**config.mk**
```make
export PLATFORM = sky130hd
export DESIGN_NAME = ising_lattice_sweeper
export DESIGN_NICKNAME = d
export VERILOG_FILES = /design/src/rtl/ising_lattice_sweeper.sv
export SDC_FILE = /design/constraint.sdc
export NUM_CORES = 1
export LEC_CHECK = 0
export CORE_MARGIN = 1.5
export CORE_UTILIZATION = 35
export CTS_BUF_LIST = sky130_fd_sc_hd__clkbuf_8 sky130_fd_sc_hd__clkbuf_16
export DETAILED_ROUTE_END_ITERATION = 16
export PLACE_DENSITY_LB_ADDON = 0.08
export SLEW_MARGIN = 20
export SYNTH_ARGS = -nofsm -noshare
export SYNTH_HDL_FRONTEND = slang
export SYNTH_SLANG_ARGS = --single-unit
```
**constraint.sdc**
```tcl
create_clock -name clk -period 4.3 [get_ports clk]
set_clock_uncertainty 0.1 [all_clocks]
set_input_delay 0.645 -clock clk [delete_from_list [all_inputs] [get_ports clk]]
set_output_delay 0.645 -clock clk [all_outputs]
set_load 0.02 [all_outputs]
```
**src/rtl/ising_lattice_sweeper.sv**
```systemverilog
`default_nettype none
// ============================================================================
// ising_lattice_sweeper : N x N Ising lattice, checkerboard sweep sequencer and
// xorshift32 RNG. Define ISING_MAGNETIZATION_EN to add the running mag output.
// Revision: 1.0
// ============================================================================
module ising_lattice_sweeper #(
  parameter int N        = 8,
  parameter int SWEEPS_W = 16
) (
  input  logic                     clk,
  input  logic                     rst_n,
  input  logic                     start,
  input  logic                     randomize,
  input  logic [SWEEPS_W-1:0]      num_sweeps,
  input  logic                     seed_load,
  input  logic [31:0]              seed,
  output logic                     busy,
  output logic                     done,
  output logic [SWEEPS_W-1:0]      sweep_count,
  output logic                     spin_val,
  output logic                     left,
  output logic                     right,
  output logic                     top,
  output logic                     bottom,
  output logic                     enable,
  output logic [31:0]              rand32,
  input  logic                     final_spin_val,
  input  logic [2*$clog2(N)-1:0]   rd_addr,
  output logic                     rd_spin
`ifdef ISING_MAGNETIZATION_EN
  ,
  output logic signed [2*$clog2(N)+1:0] mag
`endif
);

  localparam int          LG        = $clog2(N);
  localparam int          AW        = 2 * LG;
  localparam int          NN        = N * N;
  localparam int          HALF      = NN / 2;
  localparam logic [31:0] RNG_RESET = 32'h2545F491;

  localparam logic [2:0] S_IDLE  = 3'd0;
  localparam logic [2:0] S_INIT  = 3'd1;
  localparam logic [2:0] S_RED   = 3'd2;
  localparam logic [2:0] S_BLACK = 3'd3;
  localparam logic [2:0] S_DONE  = 3'd4;

  logic [2:0]          state_q, state_d;
  logic [AW-1:0]       cnt_q, cnt_d;
  logic [31:0]         rng_q, rng_d;
  logic [SWEEPS_W-1:0] num_q, num_d;
  logic [SWEEPS_W-1:0] sweep_q, sweep_d;
  logic [NN-1:0]       lat_q, lat_d;

  logic          w_phase, w_active, w_last_init, w_last_phase, w_more;
  logic [LG-1:0] w_y, w_x, w_xl, w_xr, w_yt, w_yb;
  logic [AW-1:0] w_widx;
  logic          w_wbit;
  logic [31:0]   w_x1, w_x2, w_rng_next;

  assign w_x1       = rng_q ^ (rng_q << 13);
  assign w_x2       = w_x1 ^ (w_x1 >> 17);
  assign w_rng_next = w_x2 ^ (w_x2 << 5);

  assign w_phase      = (state_q == S_RED) || (state_q == S_BLACK);
  assign w_active     = w_phase || (state_q == S_INIT);
  assign w_last_init  = (cnt_q == AW'(NN - 1));
  assign w_last_phase = (cnt_q == AW'(HALF - 1));
  assign w_more       = ((sweep_q + SWEEPS_W'(1)) < num_q);

  // Row is k / (N/2); column parity alternates per row and flips for BLACK.
  assign w_y  = cnt_q[AW-2:LG-1];
  assign w_x  = {cnt_q[LG-2:0], w_y[0] ^ (state_q == S_BLACK)};
  assign w_xl = w_x - LG'(1);
  assign w_xr = w_x + LG'(1);
  assign w_yt = w_y - LG'(1);
  assign w_yb = w_y + LG'(1);

  assign w_widx = (state_q == S_INIT) ? cnt_q : {w_y, w_x};
  assign w_wbit = (state_q == S_INIT) ? rng_q[0] : final_spin_val;

  always_ff @(posedge clk or negedge rst_n) begin
    if (!rst_n) begin
      state_q <= S_IDLE;
    end else begin
      state_q <= state_d;
    end
  end

  always_comb begin
    state_d = state_q;
    case (state_q)
      S_IDLE: begin
        if (start) begin
          if (randomize)               state_d = S_INIT;
          else if (num_sweeps == '0)   state_d = S_DONE;
          else                         state_d = S_RED;
        end
      end
      S_INIT:  if (w_last_init)  state_d = (num_q == '0) ? S_DONE : S_RED;
      S_RED:   if (w_last_phase) state_d = S_BLACK;
      S_BLACK: if (w_last_phase) state_d = w_more ? S_RED : S_DONE;
      S_DONE:  state_d = S_IDLE;
      default: state_d = S_IDLE;
    endcase
  end

  always_comb begin
    busy     = (state_q != S_IDLE);
    done     = (state_q == S_DONE);
    enable   = w_phase;
    spin_val = 1'b0;
    left     = 1'b0;
    right    = 1'b0;
    top      = 1'b0;
    bottom   = 1'b0;
    if (w_phase) begin
      spin_val = lat_q[{w_y, w_x}];
      left     = lat_q[{w_y, w_xl}];
      right    = lat_q[{w_y, w_xr}];
      top      = lat_q[{w_yt, w_x}];
      bottom   = lat_q[{w_yb, w_x}];
    end
  end

  always_comb begin
    cnt_d   = (w_active && (state_d == state_q)) ? cnt_q + AW'(1) : '0;
    rng_d   = rng_q;
    num_d   = num_q;
    sweep_d = sweep_q;
    lat_d   = lat_q;
    if (state_q == S_IDLE) begin
      // Seed load wins the RNG even when start is accepted in the same cycle.
      if (seed_load) rng_d = (seed == 32'h0) ? 32'h1 : seed;
      if (start) begin
        num_d   = num_sweeps;
        sweep_d = '0;
      end
    end else if (w_active) begin
      rng_d = w_rng_next;
    end
    if ((state_q == S_BLACK) && w_last_phase) sweep_d = sweep_q + SWEEPS_W'(1);
    if (w_active) lat_d[w_widx] = w_wbit;
  end

  always_ff @(posedge clk or negedge rst_n) begin
    if (!rst_n) begin
      cnt_q   <= '0;
      rng_q   <= RNG_RESET;
      num_q   <= '0;
      sweep_q <= '0;
      lat_q   <= '1;
    end else begin
      cnt_q   <= cnt_d;
      rng_q   <= rng_d;
      num_q   <= num_d;
      sweep_q <= sweep_d;
      lat_q   <= lat_d;
    end
  end

  assign rand32      = rng_q;
  assign sweep_count = sweep_q;
  assign rd_spin     = lat_q[rd_addr];

`ifdef ISING_MAGNETIZATION_EN
  localparam int MW = AW + 2;
  logic signed [MW-1:0] mag_q, mag_d;

  always_comb begin
    mag_d = mag_q;
    if (w_active && (lat_q[w_widx] != w_wbit)) begin
      mag_d = w_wbit ? (mag_q + MW'(2)) : (mag_q - MW'(2));
    end
  end

  always_ff @(posedge clk or negedge rst_n) begin
    if (!rst_n) begin
      mag_q <= MW'(NN);
    end else begin
      mag_q <= mag_d;
    end
  end

  assign mag = mag_q;
`endif

endmodule
`default_nettype wire

```
==> flow_metrics.tcl, run 1 <==
set metrics [dict create \
    syn_avg_cell_area_sq_um 9.38 \
    fmax_mhz 239 \
    reg2reg_depth 13 \
    cp_top_family "multiplexers" \
    grt_pass1_vias 8933 \
    placed_area_sq_um 12100 \
    clkSinkCount 137 \
    leakage_nw 5.01 \
    layout-drive-gt1-share 0.249 \
    dp_hpwl_um 24100 \
    ys_warn_count 0 \
    slew_headroom 0.388 \
    syn2layout_area_growth_pct 22.3 \
    worstPathCellList "and3b_2 > xnor2_4 > buf_4 > mux4_1 > mux2i_1 > mux2_2 > mux2_2 > o22ai_1 > clkdlybuf4s50_1" \
    endpoint_kind "output port" \
    clk_pin_slew_ns 0.06 \
    num_vias 8987 \
    arrival_ns 3.43 \
    h-tree-depth 4 \
    num_rows 62 \
    ir_drop_uv 536 \
    critical_path_required_ns 3.56 \
    synth_edf_count 0 \
    reg2reg_slack_ns 1.31 \
    clk_path_buf_depth 2 \
    power.density_nw_per_um2 817 \
    io_buffer_count 116 \
    cts_root_buffer "clkbuf_16" \
    grt.total_usage 0.227 \
    status "completed" \
    cts_tree "done" \
    worstPathMaxFanout 16 \
    core_sq_um 29000 \
    grt_pass1_wl_um 53400 \
    rsz0062_at_grt "false" \
    utilization 0.439 \
    n_fill_cell 2873 \
    post-route-min-period_ns 4.18 \
    grt_remaining_overflow 0 \
    drc_errors 0 \
    p_clk_frac 0.145 \
    synthCells 1110 \
    worstSetupPathType "flip-flop to output port" \
    routedWlPerCell_um 21.1 \
    boundaryPins 117 \
    tightest_slew_ns 0.916 \
    via_per_inst 5.58 \
    ant_nets 0 \
    async_flop_share 1.00 \
    hp-class "input port to async pin" \
    p_comb_frac 0.622 \
    path_depth 9 \
    hold_violations 0 \
    dr.pass1.iters 5 \
    drv_slew 0 \
    clock_latency_ns 0.43 \
    critical_path.max_stage_delay_ns 0.61 \
    chipWidth_um 176 \
    swShare 0.452 \
    nets 1295 \
    start_kind "flip-flop" \
    antenna_found_initial 0 \
    p_int_mw 5.70 \
    worstReg2RegStart "sweep_count[2]" \
    layout_commonest_cell "nor2_1" \
    synth_area_sq_um 10400 \
    crit_top_cell "mux2_2" \
    synth_flop_cell "dfstp_2" \
    final_cell_mix "nor2_1, nand2_1, clkdlybuf4s50_1" \
    grt_max_degree 92 \
    switching_power_mw 4.71 \
    cts_buffers 17 \
    ys_ff_latch 137 \
    pwr-share-seq 0.233 \
    setup_viol_count_final 0 \
    maxCapViolCount 0 \
    cpMaxStageDelayCell "mux4_1" \
    drtIter0Drc 547 \
    syn_nets 1191 \
    initial_utilization 0.359 \
    regToRegEndpoint "state_q[1]" \
    design_area_sq_um 12700 \
    die-area_sq_um 30800 \
    fp.dieH_um 176 \
    gp_congestion 0.896 \
    synth_cell_types 69 \
    power_mw 10.4 \
    antenna_cells 0 \
    holdBufCountCts 0 \
    cp.buffers_inverters 2 \
    seq_area_frac_synth 0.338 \
    period_share 0.971 \
    routed_wl_um 34000 \
]
[synthesized netlist by cell type, types with 18 or more instances]
| cell | count | area [sq um] |
|---|---|---|
| inv_1 | 26 | 97.6 |
| ha_1 | 21 | 263 |
| a21oi_1 | 52 | 260 |
| mux2i_1 | 34 | 340 |
| o22ai_1 | 20 | 125 |
| dfstp_2 | 78 | 2050 |
| xnor2_1 | 59 | 517 |
| mux4_2 | 46 | 1040 |
| xor2_1 | 27 | 236 |
| nor4_1 | 18 | 113 |
| nor2_1 | 133 | 499 |
| dfrtp_1 | 59 | 1480 |
| o21ai_0 | 59 | 295 |
| nand3_1 | 37 | 185 |
| clkbuf_1 | 54 | 203 |
| mux2_2 | 87 | 980 |
| nand2_1 | 122 | 458 |
[layout make-up]
cell class | count | area (sq um) | area share
multi-input combinational | 871 | 6510 | 0.511
sequential | 137 | 3530 | 0.277
timing repair buffer | 158 | 1520 | 0.120
tap | 384 | 480 | 0.0377
clock buffer | 18 | 450 | 0.0354
clock inverter | 14 | 133 | 0.0104
inverter | 29 | 111 | 0.00874
[registers in the layout (all words and copies together), names as in the netlist]
signal       flops
cnt_q            6
lat_q           64
state_q          3
num_q           16
sweep_count     16
rand32          32
[layer usage]
layer,GRT usage,share of wire
met1,0.313,0.46
met2,0.353,0.46
met3,0.0413,0.053
met4,0.0848,0.028
met5,0,0
[worst max path at each step]
stage	startpoint	to	slack (ns)
finish	state_q[1]	top	0.12
global route	state_q[1]	left	0.006
CTS	state_q[1]	left	-0.01
detailed placement	rd_addr[0]	rd_spin	0.25
global placement	rd_addr[0]	rd_spin	0.24
floorplan	state_q[1]	left	0.15
[what timing repair did]
item,4_1_cts,5_1_grt
setup endpoints to repair,2,3
hold endpoints to repair,0,0
resized for setup,2,10
pin swaps,0,2
setup buffers,0,1
[kinds of logic (layout without fill, tap and decap cells)]
family | Yosys count | after routing | synth area share
muxes | 172 | 172 | 0.233
xor gates and xnor gates | 87 | 87 | 0.0750
adders and majority gates | 21 | 21 | 0.0252
buffers and inverters | 102 | 219 | 0.0394
DFF | 137 | 137 | 0.338
and+or+nand+nor | 383 | 383 | 0.165
AOI/OAI and AO/OA | 208 | 208 | 0.124
[per-stage QoR]
stage,TNS [ns],cells,setup WS [ns],hold WS [ns]
5_1_grt,0,1611,0.00645,0.279
3_3_place_gp,0,1578,0.235,0.416
4_1_cts,-0.0134,1610,-0.0134,0.241
6_report,0,1611,0.124,0.217
2_1_floorplan,0,1110,0.149,0.249
3_5_place_dp,0,1578,0.246,0.417
[power groups by stage]
| stage | combinational (mW) | clock [mW] | sequential, mW |
|---|---|---|---|
| after global routing | 7.14 | 1.60 | 2.50 |
| after CTS | 6.44 | 1.54 | 2.42 |
| after detailed placement | 6.43 | 0 | 2.44 |
| after floorplan | 4.38 | 0 | 2.47 |
| after global placement | 6.34 | 0 | 2.44 |
| final | 6.48 | 1.51 | 2.43 |
(Power assumes the default switching activity.)
==> run 2, diff against run 1 <==
Settings changed: CTS_CLUSTER_DIAMETER from default to 60, GPL_TIMING_DRIVEN from default to 1.
Clock period 4.3 ns to 5.3 ns, I/O delays scaled along.
==> run 2 against run 1 <==
  * Sequential power fell by 20%
  * Cell count down 0.74%
  * Combinational power shrank 21%
  * Critical path type unchanged
  * Critical endpoint is now left
  * Largest cell class unchanged
==> flow_metrics.tcl, run 2 (synthesis results as in run 1) <==
set metrics [dict create \
    status "completed" \
    fp.dieH_um 176 \
    num_rows 62 \
    initial_utilization 0.359 \
    dp_hpwl_um 23700 \
    worstPathMaxFanout 13 \
    design_area_sq_um 12600 \
    grt_remaining_overflow 0 \
    clk_path_buf_depth 2 \
    leakage_nw 4.92 \
    rsz0062_at_grt "false" \
    setup_viol_count_final 0 \
    ir_drop_uv 387 \
    start_kind "flip-flop" \
    cts_buffers 17 \
    hp-class "input port to async pin" \
    placed_cells 1567 \
    clock_latency_ns 0.44 \
    post-route-min-period_ns 4.97 \
    nets 1283 \
    gp_congestion 0.905 \
    syn2layout_area_growth_pct 20.7 \
    cts_tree "done" \
    routedWlPerCell_um 21.3 \
    final_cell_mix "nor2_1, nand2_1, clkdlybuf4s50_1" \
    reg2reg_depth 7 \
    clk_pin_slew_ns 0.06 \
    largest_reg_flops 64 \
    antenna_found_initial 0 \
    slew_headroom 0.263 \
    layout_commonest_cell "nor2_1" \
    endpoint_kind "output port" \
    boundaryPins 117 \
    num_vias 9056 \
    grt_max_degree 82 \
    final.setup.tns_ns 0 \
    critical_path_required_ns 4.41 \
    layout-drive-gt1-share 0.238 \
    die-area_sq_um 30800 \
    worstSetupPathType "flip-flop to output port" \
    io_buffer_count 116 \
    antenna_cells 0 \
    period_share 0.938 \
    tightest_slew_ns 1.10 \
    placed_area_sq_um 12000 \
    h-tree-depth 4 \
    fmax_mhz 201 \
    grt_pass1_wl_um 53500 \
    postCtsSetupBuffers 0 \
    dr.pass1.iters 7 \
    chipWidth_um 176 \
    routed_wl_um 34100 \
    fin_cells 1599 \
    drv_slew 0 \
    top_register "lat_q" \
    holdBufCountCts 0 \
    drtIter0Drc 593 \
    hold_violations 0 \
    cts_resized 0 \
    grt.total_usage 0.226 \
    arrival_ns 4.08 \
    core_sq_um 29000 \
    power.density_nw_per_um2 659 \
    via_per_inst 5.66 \
    clkSinkCount 137 \
    maxCapViolCount 0 \
    ant_nets 0 \
    grt_pass1_vias 8879 \
    cts_root_buffer "clkbuf_16" \
    drc_errors 0 \
]
run 2: layout make-up:
| class | instances | area [sq um] |
|---|---|---|
| clock buffer | 18 | 450 |
| clock inverter | 14 | 130 |
| fill | 2845 | 16400 |
| inverter | 29 | 111 |
| multi-input combinational | 871 | 6490 |
| sequential | 137 | 3530 |
| tap | 384 | 480 |
| timing repair buffer | 146 | 1390 |
run 2: final timing paths:
| path | from | end | slack [ns] |
|---|---|---|---|
| setup / recovery | state_q[2] | left | 0.33 |
| max in group asynchronous | rst_n | rand32[1] | 3.51 |
| min in group clk | rand32[7] | rand32[7] | 0.42 |
| hold reg to reg | rand32[7] | rand32[7] | 0.42 |
| setup reg to reg | cnt_q[3] | lat_q[57] | 2.19 |
| hold / removal | rst_n | cnt_q[0] | 0.35 |
run 2: worst max-delay path: stages (launching register included):
cell,delay [ns]
dfrtp_1,0.37
and3b_2,0.29
xnor2_4,0.14
inv_4,0.04
ha_1,0.20
xor2_1,0.86
buf_4,0.28
mux4_2,0.29
nand2_1,0.08
a211o_1,0.13
o41ai_1,0.09
or3_1,0.33
clkdlybuf4s50_1,0.55
run 2: metrics by stage:
stage / hold slack [ns] / total power, mW / worst slack [ns] / util
final: 0.351 / 8.29 / 0.330 / 0.433
after global routing: 0.399 / 8.94 / 0.150 / 0.433
after CTS: 0.365 / 8.33 / 0.346 / 0.433
after detailed placement: 0.416 / 7.09 / 0.759 / 0.413
after global placement: 0.416 / 7.05 / 0.796 / 0.413
after floorplan: 0.398 / 5.56 / 0.999 / -
run 2: power by group:
group	total (mW)	switching (mW)	internal, mW
clock	1.19	0.542	0.648
combinational	5.15	2.77	2.38
sequential	1.95	0.457	1.49
total	8.29	3.77	4.52
run 2: routing by layer:
layer | track usage | share of wire
met1 | 0.315 | 0.46
met5 | 0 | 0
met3 | 0.0392 | 0.058
met4 | 0.0684 | 0.022
met2 | 0.359 | 0.46
